## config.mk

```make
export PLATFORM = sky130hd
export DESIGN_NAME = gmii_mac_tx
export DESIGN_NICKNAME = d
export VERILOG_FILES = /design/src/rtl/gmii_mac_tx.sv
export SDC_FILE = /design/constraint.sdc
export NUM_CORES = 1
export LEC_CHECK = 0
export CAP_MARGIN = 30
export CORE_AREA = 10 10 86 88
export DETAILED_ROUTE_END_ITERATION = 7
export DIE_AREA = 0 0 96 98
export GPL_TIMING_DRIVEN = 0
export PLACE_DENSITY = 0.9
export REMOVE_ABC_BUFFERS = 1
export SYNTH_ARGS = -nofsm -noshare
export SYNTH_HDL_FRONTEND = slang
export SYNTH_SLANG_ARGS = --single-unit
```

## constraint.sdc

```tcl
create_clock -name sys_clk -period 6.2 [get_ports sys_clk]
set_clock_uncertainty 0.1 [all_clocks]
set_input_delay 0.62 -clock sys_clk [delete_from_list [all_inputs] [get_ports sys_clk]]
set_output_delay 0.62 -clock sys_clk [all_outputs]
set_load 0.03 [all_outputs]
```

## src/rtl/gmii_mac_tx.sv

```systemverilog
`default_nettype none
// ============================================================================
// Module   : gmii_mac_tx
// Brief    : GMII transmit framer - preamble/SFD, payload, optional zero pad,
//            CRC-32 FCS, inter-frame gap, underrun signalling on txer.
//            Optional macro: GMII_TX_PAD_EN (pad payloads shorter than 60).
// Revision : 1.0 - initial release
// ============================================================================
module gmii_mac_tx #(
    parameter logic [7:0] SFD       = 8'hD5,
    parameter int         IFG_BYTES = 12
) (
    input  logic       sys_clk,
    input  logic       reset,
    input  logic [7:0] s_data,
    input  logic       s_valid,
    input  logic       s_last,
    output logic       s_ready,
    output logic [7:0] txd,
    output logic       txen,
    output logic       txer,
    output logic       gtx_clk,
    output logic       busy
);

    // Each state names what is driven onto the pins at the next rising edge.
    typedef enum logic [2:0] {
        ST_IDLE = 3'd0,
        ST_PRE  = 3'd1,
        ST_SFD  = 3'd2,
        ST_DATA = 3'd3,
`ifdef GMII_TX_PAD_EN
        ST_PAD  = 3'd4,
`endif
        ST_FCS  = 3'd5,
        ST_IFG  = 3'd6,
        ST_DROP = 3'd7
    } state_t;

    localparam logic [7:0]  c_ifg_last = 8'(IFG_BYTES - 1);
`ifdef GMII_TX_PAD_EN
    localparam logic [10:0] c_min_frame = 11'd60;
`endif

    state_t      r_state;
    logic [7:0]  r_cnt;
    logic [10:0] r_byte_cnt;
    logic [31:0] r_crc;
    logic [7:0]  r_txd;
    logic        r_txen;
    logic        r_txer;
    logic        r_s_ready;
    logic        r_busy;
    logic [10:0] w_byte_cnt_nxt;

    function automatic logic [31:0] crc_byte(input logic [31:0] crc, input logic [7:0] d);
        logic [31:0] c;
        c = crc ^ {24'h0, d};
        for (int i = 0; i < 8; i++) begin
            c = c[0] ? ((c >> 1) ^ 32'hEDB88320) : (c >> 1);
        end
        return c;
    endfunction

    assign w_byte_cnt_nxt = (r_byte_cnt == 11'h7FF) ? r_byte_cnt : r_byte_cnt + 11'd1;

    always_ff @(posedge sys_clk) begin
        if (reset) begin
            r_state    <= ST_IDLE;
            r_cnt      <= 8'd0;
            r_byte_cnt <= 11'd0;
            r_crc      <= 32'hFFFFFFFF;
            r_txd      <= 8'h00;
            r_txen     <= 1'b0;
            r_txer     <= 1'b0;
            r_s_ready  <= 1'b0;
            r_busy     <= 1'b0;
        end else begin
            case (r_state)
                ST_IDLE: begin
                    r_txd     <= 8'h00;
                    r_txen    <= 1'b0;
                    r_txer    <= 1'b0;
                    r_s_ready <= 1'b0;
                    if (s_valid) begin
                        r_state    <= ST_PRE;
                        r_cnt      <= 8'd0;
                        r_byte_cnt <= 11'd0;
                        r_crc      <= 32'hFFFFFFFF;
                        r_busy     <= 1'b1;
                    end
                end
                ST_PRE: begin
                    r_txd  <= 8'h55;
                    r_txen <= 1'b1;
                    if (r_cnt == 8'd6) begin
                        r_cnt   <= 8'd0;
                        r_state <= ST_SFD;
                    end else begin
                        r_cnt <= r_cnt + 8'd1;
                    end
                end
                ST_SFD: begin
                    r_txd     <= SFD;
                    r_txen    <= 1'b1;
                    r_s_ready <= 1'b1;
                    r_state   <= ST_DATA;
                end
                ST_DATA: begin
                    // s_ready is always high here, so s_valid alone means accept.
                    if (s_valid) begin
                        r_txd      <= s_data;
                        r_crc      <= crc_byte(r_crc, s_data);
                        r_byte_cnt <= w_byte_cnt_nxt;
                        if (s_last) begin
                            r_s_ready <= 1'b0;
                            r_cnt     <= 8'd0;
`ifdef GMII_TX_PAD_EN
                            r_state   <= (w_byte_cnt_nxt < c_min_frame) ? ST_PAD : ST_FCS;
`else
                            r_state   <= ST_FCS;
`endif
                        end
                    end else begin
                        r_txd   <= 8'h00;
                        r_txer  <= 1'b1;
                        r_state <= ST_DROP;
                    end
                end
`ifdef GMII_TX_PAD_EN
                ST_PAD: begin
                    r_txd      <= 8'h00;
                    r_crc      <= crc_byte(r_crc, 8'h00);
                    r_byte_cnt <= w_byte_cnt_nxt;
                    if (w_byte_cnt_nxt == c_min_frame) begin
                        r_cnt   <= 8'd0;
                        r_state <= ST_FCS;
                    end
                end
`endif
                ST_FCS: begin
                    r_txd <= ~r_crc[7:0];
                    r_crc <= {8'h00, r_crc[31:8]};
                    if (r_cnt == 8'd3) begin
                        r_cnt   <= 8'd0;
                        r_state <= ST_IFG;
                    end else begin
                        r_cnt <= r_cnt + 8'd1;
                    end
                end
                ST_IFG: begin
                    r_txd     <= 8'h00;
                    r_txen    <= 1'b0;
                    r_txer    <= 1'b0;
                    r_s_ready <= 1'b0;
                    if (r_cnt == c_ifg_last) begin
                        r_cnt   <= 8'd0;
                        r_busy  <= 1'b0;
                        r_state <= ST_IDLE;
                    end else begin
                        r_cnt <= r_cnt + 8'd1;
                    end
                end
                ST_DROP: begin
                    r_txd  <= 8'h00;
                    r_txen <= 1'b0;
                    r_txer <= 1'b0;
                    if (s_valid && s_last) begin
                        r_s_ready <= 1'b0;
                        r_cnt     <= 8'd0;
                        r_state   <= ST_IFG;
                    end
                end
                default: begin
                    r_state <= ST_IDLE;
                end
            endcase
        end
    end

    assign txd     = r_txd;
    assign txen    = r_txen;
    assign txer    = r_txer;
    assign s_ready = r_s_ready;
    assign busy    = r_busy;
    assign gtx_clk = sys_clk;

endmodule
`default_nettype wire

```

## Word level (Yosys, flattened, before mapping)

Cells that the tools add are included.

| operators by class | value |
|---|---|
| $add $sub $neg | 1 |
| eq/ne operators | 18 |
| mux-type cells | 39 |
| bitwise gates (word level) | 10 |
| reduce and logical (&&, ||, !) cells | 18 |

Operators by type and width:

| kind | count |
|---|---|
| two-way mux 32 bit | 10 |
| NOT 13 -> 14 bit | 8 |
| case mux 32 bit (3 select lines) | 1 |
| two-way mux 8 bit | 8 |
| case mux 8 bit (6 select lines) | 1 |
| case mux 8 bit (5 select lines) | 1 |
| bitwise XOR 32 x 8 -> 32 bit | 1 |
| two-way mux 3 bit | 7 |
| case mux 3 bit (7 select lines) | 1 |
| != test 2 bit (second input constant) | 8 |
| equality test 3 bit (second input constant) | 3 |
| adder 8 x 1 -> 8 bit (second input constant) | 1 |
| equality test 8 x 2 -> 1 bit (second input constant) | 1 |
| equality test 8 x 3 -> 1 bit (second input constant) | 1 |
| equality test 8 x 4 -> 1 bit (second input constant) | 1 |
| NOT 8 bit | 1 |
| equality test 3 x 2 -> 1 bit (second input constant) | 2 |
| two-way mux 1 bit | 6 |
| case mux 1 bit (2 select lines) | 3 |
| AND reduction 3 bit | 2 |
| AND reduction 6 bit | 1 |
| nonzero test 2 bit | 3 |
| nonzero test 6 bit | 1 |
| AND reduction 5 bit | 1 |
| 12 further kinds | 13 |

| word-level totals | value |
|---|---|
| register bits | 55 |
| output and inout port bits | 13 |

## Logic depth before layout (Yosys ltp)

| depth | value |
|---|---|
| depth after elaboration | 19 |
| gate-level depth with buffers | 9 |
| depth with buffers taken out | 8 |

==> results.json <==
{
  "slew-limit-headroom_pct": 29.6,
  "layout.core_utilization_pct": 64.2,
  "synth.mux.area_fraction_pct": 1.52,
  "num_io_pins": 25,
  "post_synth_main_area_contributors": "sky130_fd_sc_hd__dfxtp_1, sky130_fd_sc_hd__a21oi_1, sky130_fd_sc_hd__xnor2_1",
  "finalSetupViolCount": 0,
  "post_synth_and_or_nand_nor_area_fraction_pct": 15.5,
  "cp_slowest_stage_delay_ns": 0.58,
  "synth_compound_area_share_pct": 26.9,
  "netlist_area_um2": 3290,
  "post-synth-top-area-fraction_pct": 33.5,
  "synth_edf_count": 0,
  "timing.setup.tns_ns": 0,
  "pwr_density_cell_nw_per_um2": 504,
  "num_rows": 28,
  "synthMostInstantiatedCell": "sky130_fd_sc_hd__dfxtp_1",
  "hold_violations": 0,
  "buffers_inserted_during_post_cts_setup_optimization": 0,
  "ys_types": 51,
  "drive_gt1_share_pct": 7.69,
  "initial_utilization_pct": 57.3,
  "routabilityCongestion": 0.875,
  "cp_top_family": "buffers and inverters",
  "drt-pass1-iter-count": 5,
  "postSynthRegisterBits": 55,
  "crit_path_start_kind": "clock port",
  "path_common_cell": "sky130_fd_sc_hd__clkbuf_8",
  "rsz_0062_raised_after_global_routing": "no",
  "drt-vias-per-instance": 6.37,
  "dieArea_um2": 9410,
  "crit_chain": "clkbuf_8, clkbuf_8, clkdlybuf4s50_1",
  "global_route_wire_length_before_repair_um": 13700,
  "fill_cells": 449,
  "cts_tree": "done",
  "synth-adder-area-share_pct": 0.761,
  "via_count_of_the_first_global_routing_pass": 2783,
  "drcViolationCount": 0,
  "post_synthesis_async_set_or_reset_flop_share_pct": 0,
  "synth_warnings": 0,
  "outcome": "finished clean",
  "drt.antenna.violating_nets": 0,
  "die_y_um": 98,
  "routed-via-count": 3043,
  "worstHoldPathType": "register to register",
  "main_combinational_cell_family_by_area_after_synthesis": "compound AO/OA/AOI/OAI gates",
  "number_of_antenna_violations_at_the_first_check_in_global_routing": 0,
  "wl_per_cell_um": 17.3,
  "postCtsHoldBufs": 0,
  "met2RoutedLength_um": 4030,
  "nNetsFinal": 417,
  "portBuffers": 24,
  "yosys_most_used_dff": "sky130_fd_sc_hd__dfxtp_1",
  "drtIter0Drc": 368,
  "synthesis.instances": 394,
  "timing_worst_slew_pin_value_ns": 1.06,
  "synthXorXnorAreaFrac_pct": 17.7,
  "preCtsSetupSlack_ns": 1.82,
  "dpl.hpwl_um": 5460,
  "layout.area.seq_um2": 1100,
  "synthToLayoutAreaGrowth_pct": 12.1,
  "crit_required_ns": 5.48,
  "critPathBufInv": 3,
  "maxCapViolCount": 0,
  "power_leakage_nw": 1.34,
  "cp_slowest_cell": "sky130_fd_sc_hd__clkdlybuf4s50_1",
  "insertion_delay_ns": 0.43,
  "endpoint_type_of_the_worst_setup_path": "primary output",
  "antenna-diode-count": 0,
  "worstPathArrival_ns": 3.91,
  "post_synth_most_frequent_cells": "sky130_fd_sc_hd__dfxtp_1, sky130_fd_sc_hd__a21oi_1, sky130_fd_sc_hd__nand2_1, sky130_fd_sc_hd__nor2_1, sky130_fd_sc_hd__xnor2_1",
  "grt_overflow": 0,
  "post-synth-top-area-cell": "sky130_fd_sc_hd__dfxtp_1",
  "postSynthAreaPerCell_um2": 8.35,
  "timing.final.ws_setup_ns": 1.57,
  "maximum_number_of_pins_on_one_net_before_global_route_repair": 52,
  "clk_pin_slew_worst_paths_ns": 0.09,
  "synth_seq_area_share_pct": 33.5,
  "postCtsResizedCells": 0,
  "multiInputGateArea_um2": 2060,
  "die_width_um": 96,
  "m1WireLength_um": 3550,
  "maxSlewViolCount": 0,
  "vdd_ir_drop_max_uv": 390,
  "highest_metal_layer_used_by_the_detailed_router": "met4",
  "grt_usage_pct": 17.6,
  "met3RoutedLength_um": 547,
  "placeableCoreArea_um2": 5750,
  "worstSetupPathType": "clock port to primary output",
  "critical_path_peak_fanout": 2,
  "wirelength_um": 8270
}
## cells by family (layout without fill, tap and decap cells)
group / count (synthesis) / after routing
multiplexers: 5 / 5
flip-flops: 55 / 55
AND/OR/NAND/NOR: 104 / 104
buffers and inverters: 34 / 43
AO/OA/AOI/OAI: 144 / 144
XOR/XNOR: 50 / 50
adder cells (fa/ha/maj): 2 / 2
## area by class of cell
cell class                      count  area share (%)
Timing Repair Buffer               25            7.26
Multi-Input combinational cell    305            55.9
Clock inverter                      1           0.136
Sequential cell                    55            29.9
Tap cell                           75            2.54
Clock buffer                       10            3.63
Inverter                            7           0.713
## layout by cell type (no fill, tap or decap), types with 9 or more instances in the layout
master / netlist / layout
sky130_fd_sc_hd__o21ai_0: 21 / 21
sky130_fd_sc_hd__a21oi_1: 53 / 53
sky130_fd_sc_hd__nor2_1: 30 / 28
sky130_fd_sc_hd__o21ai_1: 10 / 10
sky130_fd_sc_hd__xnor2_1: 27 / 27
sky130_fd_sc_hd__xor2_1: 10 / 10
sky130_fd_sc_hd__dfxtp_1: 55 / 55
sky130_fd_sc_hd__clkdlybuf4s50_1: 0 / 23
sky130_fd_sc_hd__nand2_1: 30 / 30
sky130_fd_sc_hd__o22ai_1: 11 / 11
sky130_fd_sc_hd__clkbuf_8: 0 / 9
## layer usage
metal,track usage (%),vias to the layer above
met5,0,-
met4,6.70,0
met3,4.06,19
met2,27.4,149
met1,22.8,1440
li1,-,1435
## path summary, 6_finish.rpt
check	slack, ns	endpoint	start	cells past startpoint
worst max-delay path	1.57	gtx_clk	sys_clk	3
worst min-delay path	0.39	txer	txer	2
worst max register to register	2.86	r_crc[3]	r_state[2]	5
worst min register to register	0.39	txer	txer	2
## state kept, by name (all words and copies together) (netlist names)
register and cells:
txd 8, txer 1, s_ready 1, busy 1, r_cnt 8, txen 1, r_crc 32, r_state 3
## report_power, final
group / switching (mW) / internal (mW)
Clock: 0.141 / 0.140
Combinational: 0.604 / 0.442
Sequential: 0.0928 / 0.439
## worst min-delay path: cells and delay by family (launching register included)
family / cells / cell delay (ns)
compound gates: 1 / 0.05
flops: 1 / 0.33
simple gates: 1 / 0.06
## stage by stage
step / power [mW] / area (um2) / cells / hold WS [ns]
2_1_floorplan: 1.28 / 3180 / 367 / 0.351
3_3_place_gp: 1.51 / 3520 / 466 / 0.367
3_5_place_dp: 1.57 / 3560 / 468 / 0.375
4_1_cts: 1.84 / 3690 / 478 / 0.392
5_1_grt: 1.96 / 3690 / 478 / 0.431
6_report: 1.86 / 3690 / 478 / 0.386
Note: power is estimated with default switching activity, not from simulation.
